**src/rtl/mbc5_multicart_sync_if.sv**
```systemverilog
// Cartridge-edge bus bundle for the synchronous MBC5 multicart mapper.
// The host side drives the GB bus; the mapper drives the memory selects and the host-reset line.
interface mbc5_multicart_sync_if #(
    parameter int ROM_AW = 23,
    parameter int RAM_AW = 17
);
    logic [15:0]        GB_A;
    logic [7:0]         GB_D;
    logic               nGB_WR;
    logic [ROM_AW-15:0] ROM_A;
    logic [RAM_AW-14:0] RAM_A;
    logic               nROM_CS;
    logic               nRAM_CS;
    logic               GB_RST_o;
    logic               GB_RST_oe;

    modport master (
        output GB_A, GB_D, nGB_WR,
        input  ROM_A, RAM_A, nROM_CS, nRAM_CS, GB_RST_o, GB_RST_oe
    );

    modport slave (
        input  GB_A, GB_D, nGB_WR,
        output ROM_A, RAM_A, nROM_CS, nRAM_CS, GB_RST_o, GB_RST_oe
    );
endinterface

```
**src/rtl/mbc5_multicart_sync.sv**
```systemverilog
// MBC5-style mapper with 2^SLOT_BITS game slots, a one-way menu lock and a retriggerable host-reset pulse.
// Host writes are synchronised into the osc_sig domain and committed on the rising edge of the write strobe.
module mbc5_multicart_sync #(
    parameter int ROM_AW      = 23,
    parameter int RAM_AW      = 17,
    parameter int SLOT_BITS   = 2,
    parameter int RST_CYCLES  = 42016,
    parameter int SYNC_STAGES = 2,
    parameter int CTRL_BIT    = 4
) (
    input logic                     osc_sig,
    input logic                     rst,
    mbc5_multicart_sync_if.slave    bus
);

    localparam int ROM_W  = ROM_AW - 14;
    localparam int RAM_W  = RAM_AW - 13;
    localparam int ROM_LO = ROM_W - SLOT_BITS;
    localparam int RAM_LO = RAM_W - SLOT_BITS;
    localparam int CNT_W  = (RST_CYCLES > 1) ? $clog2(RST_CYCLES) : 1;
    localparam logic [CNT_W-1:0] CNT_MAX = CNT_W'(RST_CYCLES - 1);

    typedef enum logic {PULSE_IDLE, PULSE_ACTIVE} pulse_state_t;

    logic [SYNC_STAGES-1:0] wr_sync;
    logic                   wr_synced;
    logic                   wr_prev;
    logic                   commit;
    logic [3:0]             cap_a;
    logic [7:0]             cap_d;

    logic [8:0]             rom_bank;
    logic [CTRL_BIT:0]      ram_bank;
    logic                   ram_en;
    logic                   sel_en;
    logic                   locked;
    logic [SLOT_BITS-1:0]   slot;

    logic                   win;
    logic                   trigger;
    logic [CNT_W-1:0]       pulse_cnt;
    pulse_state_t           pulse_state;
    pulse_state_t           pulse_next;
    logic [8:0]             rom_pick;
    logic                   unused_addr_bits;

    assign wr_synced        = wr_sync[SYNC_STAGES-1];
    assign commit           = wr_synced && !wr_prev;
    assign win              = ram_bank[CTRL_BIT] && !locked;
    assign trigger          = commit && (cap_a == 4'h4) && win;
    assign unused_addr_bits = ^bus.GB_A[11:0];

    // Synchroniser starts high so that leaving reset never looks like the end of a write.
    always_ff @(posedge osc_sig or posedge rst) begin
        if (rst) begin
            wr_sync <= '1;
            wr_prev <= 1'b1;
        end else begin
            wr_sync <= {wr_sync[SYNC_STAGES-2:0], bus.nGB_WR};
            wr_prev <= wr_synced;
        end
    end

    always_ff @(posedge osc_sig or posedge rst) begin
        if (rst) begin
            cap_a <= 4'h0;
            cap_d <= 8'h00;
        end else if (!wr_synced) begin
            cap_a <= bus.GB_A[15:12];
            cap_d <= bus.GB_D;
        end
    end

    // Control window writes (A/B) only take effect while the window bit is set and the menu is unlocked.
    always_ff @(posedge osc_sig or posedge rst) begin
        if (rst) begin
            rom_bank <= 9'd1;
            ram_bank <= '0;
            ram_en   <= 1'b0;
            sel_en   <= 1'b0;
            locked   <= 1'b0;
            slot     <= '0;
        end else if (commit) begin
            case (cap_a)
                4'h0, 4'h1: ram_en <= (cap_d[3:0] == 4'hA);
                4'h2:       rom_bank[7:0] <= cap_d;
                4'h3:       rom_bank[8] <= cap_d[0];
                4'h4, 4'h5: begin
                    ram_bank[CTRL_BIT-1:0] <= cap_d[CTRL_BIT-1:0];
                    ram_bank[CTRL_BIT]     <= !sel_en && !locked && cap_d[CTRL_BIT];
                end
                4'hA: begin
                    if (win) begin
                        sel_en <= cap_d[0];
                        locked <= locked | cap_d[7];
                    end
                end
                4'hB: begin
                    if (win) begin
                        slot <= cap_d[SLOT_BITS-1:0];
                    end
                end
                default: ;
            endcase
        end
    end

    always_ff @(posedge osc_sig or posedge rst) begin
        if (rst) begin
            pulse_state <= PULSE_IDLE;
        end else begin
            pulse_state <= pulse_next;
        end
    end

    // A trigger always wins, including in the cycle the previous pulse would have ended.
    always_comb begin
        pulse_next = pulse_state;
        case (pulse_state)
            PULSE_IDLE:   if (trigger) pulse_next = PULSE_ACTIVE;
            PULSE_ACTIVE: if (!trigger && pulse_cnt == CNT_MAX) pulse_next = PULSE_IDLE;
            default:      pulse_next = PULSE_IDLE;
        endcase
    end

    always_comb begin
        bus.GB_RST_oe = (pulse_state == PULSE_ACTIVE);
        bus.GB_RST_o  = 1'b0;
    end

    always_ff @(posedge osc_sig or posedge rst) begin
        if (rst) begin
            pulse_cnt <= '0;
        end else if (trigger) begin
            pulse_cnt <= '0;
        end else if (pulse_state == PULSE_ACTIVE) begin
            pulse_cnt <= (pulse_cnt == CNT_MAX) ? '0 : pulse_cnt + CNT_W'(1);
        end
    end

    // Bank 0 in the upper ROM window is deliberately not remapped to bank 1.
    always_comb begin
        rom_pick = (bus.GB_A[15:14] == 2'b00) ? 9'd0 : rom_bank;
        if (sel_en) begin
            bus.ROM_A = {slot, ROM_LO'(rom_pick)};
            bus.RAM_A = {slot, RAM_LO'(ram_bank)};
        end else begin
            bus.ROM_A = ROM_W'(rom_pick);
            bus.RAM_A = RAM_W'(ram_bank[CTRL_BIT-1:0]);
        end
        bus.nROM_CS = bus.GB_A[15];
        bus.nRAM_CS = !((bus.GB_A[15:13] == 3'b101) && ram_en && !ram_bank[CTRL_BIT]);
    end

endmodule

```
**src/flat_wrapper.sv**
```systemverilog
// flat-port wrapper written by rule: the top's interface ports become plain ports
module mbc5_multicart_sync_flat 
#(
    parameter int ROM_AW      = 23,
    parameter int RAM_AW      = 17,
    parameter int SLOT_BITS   = 2,
    parameter int RST_CYCLES  = 42016,
    parameter int SYNC_STAGES = 2,
    parameter int CTRL_BIT    = 4
)
  (osc_sig, rst, bus_GB_A, bus_GB_D, bus_nGB_WR, bus_ROM_A, bus_RAM_A, bus_nROM_CS, bus_nRAM_CS, bus_GB_RST_o, bus_GB_RST_oe);
  mbc5_multicart_sync_if #(.ROM_AW(ROM_AW), .RAM_AW(RAM_AW)) bus_i ();
  input logic osc_sig;
  input logic rst;
  input wire logic [$bits(bus_i.GB_A)-1:0] bus_GB_A;
  input wire logic [$bits(bus_i.GB_D)-1:0] bus_GB_D;
  input wire logic [$bits(bus_i.nGB_WR)-1:0] bus_nGB_WR;
  output wire logic [$bits(bus_i.ROM_A)-1:0] bus_ROM_A;
  output wire logic [$bits(bus_i.RAM_A)-1:0] bus_RAM_A;
  output wire logic [$bits(bus_i.nROM_CS)-1:0] bus_nROM_CS;
  output wire logic [$bits(bus_i.nRAM_CS)-1:0] bus_nRAM_CS;
  output wire logic [$bits(bus_i.GB_RST_o)-1:0] bus_GB_RST_o;
  output wire logic [$bits(bus_i.GB_RST_oe)-1:0] bus_GB_RST_oe;
  assign bus_i.GB_A = bus_GB_A;
  assign bus_i.GB_D = bus_GB_D;
  assign bus_i.nGB_WR = bus_nGB_WR;
  assign bus_ROM_A = bus_i.ROM_A;
  assign bus_RAM_A = bus_i.RAM_A;
  assign bus_nROM_CS = bus_i.nROM_CS;
  assign bus_nRAM_CS = bus_i.nRAM_CS;
  assign bus_GB_RST_o = bus_i.GB_RST_o;
  assign bus_GB_RST_oe = bus_i.GB_RST_oe;
  mbc5_multicart_sync #(.ROM_AW(ROM_AW), .RAM_AW(RAM_AW), .SLOT_BITS(SLOT_BITS), .RST_CYCLES(RST_CYCLES), .SYNC_STAGES(SYNC_STAGES), .CTRL_BIT(CTRL_BIT)) u_core (.osc_sig(osc_sig), .rst(rst), .bus(bus_i));
endmodule
```
**config.mk**
```make
export PLATFORM = sky130hd
export DESIGN_NAME = mbc5_multicart_sync_flat
export DESIGN_NICKNAME = d
export VERILOG_FILES = /design/src/rtl/mbc5_multicart_sync_if.sv /design/src/rtl/mbc5_multicart_sync.sv /design/src/flat_wrapper.sv
export SDC_FILE = /design/constraint.sdc
export NUM_CORES = 1
export LEC_CHECK = 0
export CAP_MARGIN = 10
export CORE_MARGIN = 4
export CORE_UTILIZATION = 56
export DETAILED_ROUTE_END_ITERATION = 6
export HOLD_SLACK_MARGIN = 0.1
export PLACE_DENSITY_LB_ADDON = 0.1
export SETUP_SLACK_MARGIN = 0.1
export SYNTH_ARGS = -nofsm -noshare
export SYNTH_HDL_FRONTEND = slang
export SYNTH_SLANG_ARGS = --single-unit
```
**constraint.sdc**
```tcl
create_clock -name osc_sig -period 3.72 [get_ports osc_sig]
set_clock_uncertainty 0.15 [all_clocks]
set_input_delay 0.744 -clock osc_sig [delete_from_list [all_inputs] [get_ports osc_sig]]
set_output_delay 0.744 -clock osc_sig [all_outputs]
set_load 0.005 [all_outputs]
```
==> summary.txt <==
Synth
  – Distinct cells, synth: 42
  – Fraction of registers with async set or reset after synthesis: 1.00
  – Synth area leaders: dfrtp_1, mux2_2, dfstp_2, nor2_1, nand4_1
  – Synthesized area per cell: 11.7 um2
  – EDFF count, synth: 0
  – Yosys top cell area share: 0.488
  – Post-Syn Instances: 207
  – Syn nets: 235
  – Synthesized cell area: 0.00241 mm2
  – Ys flop type: dfrtp_1
  – Ys Warns: 0
  – Seq cells post-synth: 51
  – Sequential-to-total area share from yosys stat: 0.531
  – Dominant cell type by area after synthesis: dfrtp_1

Global route
  – Remaining Overflow, GRT: 0
  – Initial antenna violation count: 0
  – Pin count of the biggest net entering global routing: 52
  – Gr usage total: 0.193
  – Vias in the first global route: 1,683
  – First-pass GRT wire length: 8.07 mm

Cells and area
  – # nets final: 262
  – Area Overhead vs Synth: 17.4%
  – # diodes: 0
  – Share of layout cells above drive strength 1: 0.230

Setup path
  – R2r setup slk: 1.18 ns
  – Reg2reg start: u_core.wr_sync[1]
  – CP startpoint: bus_GB_A[15]
  – Crit path DAT: 2.41 ns
  – Crit-path slowest cell: clkdlybuf4s50_1
  – Worst path max stage delay: 0.46 ns
  – Worst-path cell chain: clkdlybuf4s50_1 > nor2_1 > nor2_1 > a22o_1 > clkdlybuf4s50_1
  – CP Class: primary input to primary output
  – Critical path peak fanout: 8
  – CP Launch Type: primary input
  – CP bufs+invs: 2
  – Critical path capture point type: primary output
  – CP top delay family: buffers and inverters
  – Critical Path RT: 2.83 ns

Placement
  – Number of buffers added on ports: 30
  – RD Place Congestion: 0.821
  – Hpwl dp: 3.31 mm

Die
  – Die X: 73.6 um
  – IO Pins: 44
  – Area of the die: 0.00542 mm2
  – Chip Height: 73.6 um
  – FP Rows: 23
  – Core ar.: 0.00409 mm2
  – Initial Util: 0.590

Clock network
  – Clk slew on worst S/H paths: 0.09 ns
  – Num Clock Sinks: 51
  – Postcts setup bufs: 0
  – Hold-fix buffers, CTS: 0
  – Clk root buf: clkbuf_8
  – Clock buffer depth: 2
  – Skew-Pair Late Insertion Delay: 0.30 ns
  – Cts repair resizes: 0
  – H-tree levels: 2
  – CTS Buf Count: 5
  – CTS tree: yes

STA
  – Hold Vio Cnt, Final: 0
  – Hold_ws: 0.212 ns
  – Post-route minimum period: 3.31 ns
  – Slew Limit Fails: 0
  – Worst slew pin tran: 1.03 ns
  – Final count of negative-setup-slack endpoints: 0
  – Setup TNS: 0 ns
  – RSZ-0062 raised after global routing: false
  – FMAX: 0.303 GHz
  – Period utilization: 0.889
  – Max-slew headroom: 0.313

Pwr
  – Leak pwr: 1.18 nW
  – Max IR drop VDD: 349 uV
  – P per Cell Area: 515 mW/mm2

Detailed routing
  – Vias per inst: 5.91
  – Vias post-DR: 1,685
  – Met3 wire len: 264 um
  – DR iter-0 viols: 124
  – DR WL met2: 2.23 mm
  – Final ANT Viol Nets: 0
  – Routed len/inst: 16.4 um
  – Wl on met1: 2.15 mm
  – Total wire length: 4.67 mm
  – First-pass DRT Iterations: 4
  – Max Used Layer: met4
  – Post-route DRC: 0

Worst hold path
  – Hold Crit Class: register to register
  – Hold wc startpoint: u_core.wr_sync[0]

Outcome
  – Status: completed

Flow run
  – Max_cap viols: 0
[final cells by class]
class                      instances  area [um2]
inverter                           6        22.5
clock inverter                     2        35.0
timing repair buffer              30         300
sequential                        51        1280
fill                             296        1250
clock buffer                       6        82.6
tap                               50        62.6
multi-input combinational        140        1050
[layer usage]
| metal | track usage | vias up |
|---|---|---|
| met3 | 0.0438 | 4 |
| met5 | 0 | - |
| met1 | 0.275 | 831 |
| met4 | 0.0443 | 0 |
| met2 | 0.303 | 52 |
| li1 | - | 798 |
[kinds of logic (layout without fill, tap and decap cells)]
group | count (synthesis) | count (layout) | share of synthesized area
other | 1 | 1 | 0.00155
AOI/OAI and AO/OA | 17 | 17 | 0.0514
DFF | 51 | 51 | 0.531
buffers and inverters | 16 | 44 | 0.0347
and+or+nand+nor | 80 | 80 | 0.193
adders and majority gates | 1 | 1 | 0.00519
muxes | 34 | 34 | 0.158
xor gates and xnor gates | 7 | 7 | 0.0254
[power breakdown]
group	switching, W	leakage, nW	internal, W
Sequential	0.0000878	0.647	0.000652
Clock	0.000180	0.0612	0.000218
Combinational	0.000114	0.469	0.000206
[path summary, 6_finish.rpt]
check / endpoint / cells past startpoint
worst min-delay path: u_core.wr_sync[1] / 0
worst max register to register: u_core.sel_en / 4
worst min register to register: u_core.wr_sync[1] / 0
max in group asynchronous: u_core.rom_bank[2] / 2
worst max-delay path: bus_ROM_A[7] / 5
min in group asynchronous: u_core.pulse_cnt[6] / 2
[state kept, by name, summed over array words and instances, names as in the netlist, 2 cells and up]
signal and count:
u_core.pulse_cnt 16, u_core.rom_bank 9, u_core.cap_d 8, u_core.ram_bank 5
u_core.cap_a 4, u_core.slot 2, u_core.wr_sync 2
[synth_stat cells (2+ instances only)]
cell type  count
buf_4          4
or3b_2         2
nand2_1        8
inv_1          6
mux2i_1        2
o41ai_1        2
a22o_1         2
nand4_1        8
nor4_1         8
or4b_2         2
a21oi_1        6
nand3_1        5
nor2_1        19
mux2_2        32
xnor2_1        4
or4_1          4
o31ai_1        2
xor2_1         3
dfrtp_1       47
nand2b_1       4
clkbuf_1       3
or2_2          2
o21ai_0        2
nor3_1         3
dfstp_2        4
nor2b_1        7
[worst reg2reg max path, cell delays in order, from the launching register on]
cell and delay, ns:
dfstp_2 0.75, nand2b_1 0.25, or4_1 0.57, nor3b_1 0.35
mux2_2 0.38
[per-stage QoR]
step	instances	setup WS [ns]	instance area, um2	power [W]	utilization
after detailed placement	277	0.379	2710	0.00107	0.664
after CTS	285	0.374	2830	0.00147	0.693
after floorplan	207	1.49	2410	0.000928	-
after global routing	285	0.260	2830	0.00154	0.693
final	285	0.415	2830	0.00146	0.693
after global placement	277	0.402	2710	0.00105	0.664
[placed cells by master (no fill, tap or decap), drive strengths merged, types with 2 or more instances in the layout]
cell           instances
clkdlybuf4s50         30
or4b                   3
a21oi                  6
clkbuf                 6
mux2i                  2
or2                    2
or4                    4
nand3                  5
nand4                  8
o41ai                  2
dfrtp                 47
mux2                  32
inv                    6
or3b                   2
o21ai                  2
nor4                   9
xor2                   3
nand2                  8
dfstp                  4
nor2b                  7
nor3                   3
xnor2                  4
a22o                   2
nand2b                 4
o31ai                  2
nor2                  19
(Power assumes the default switching activity.)
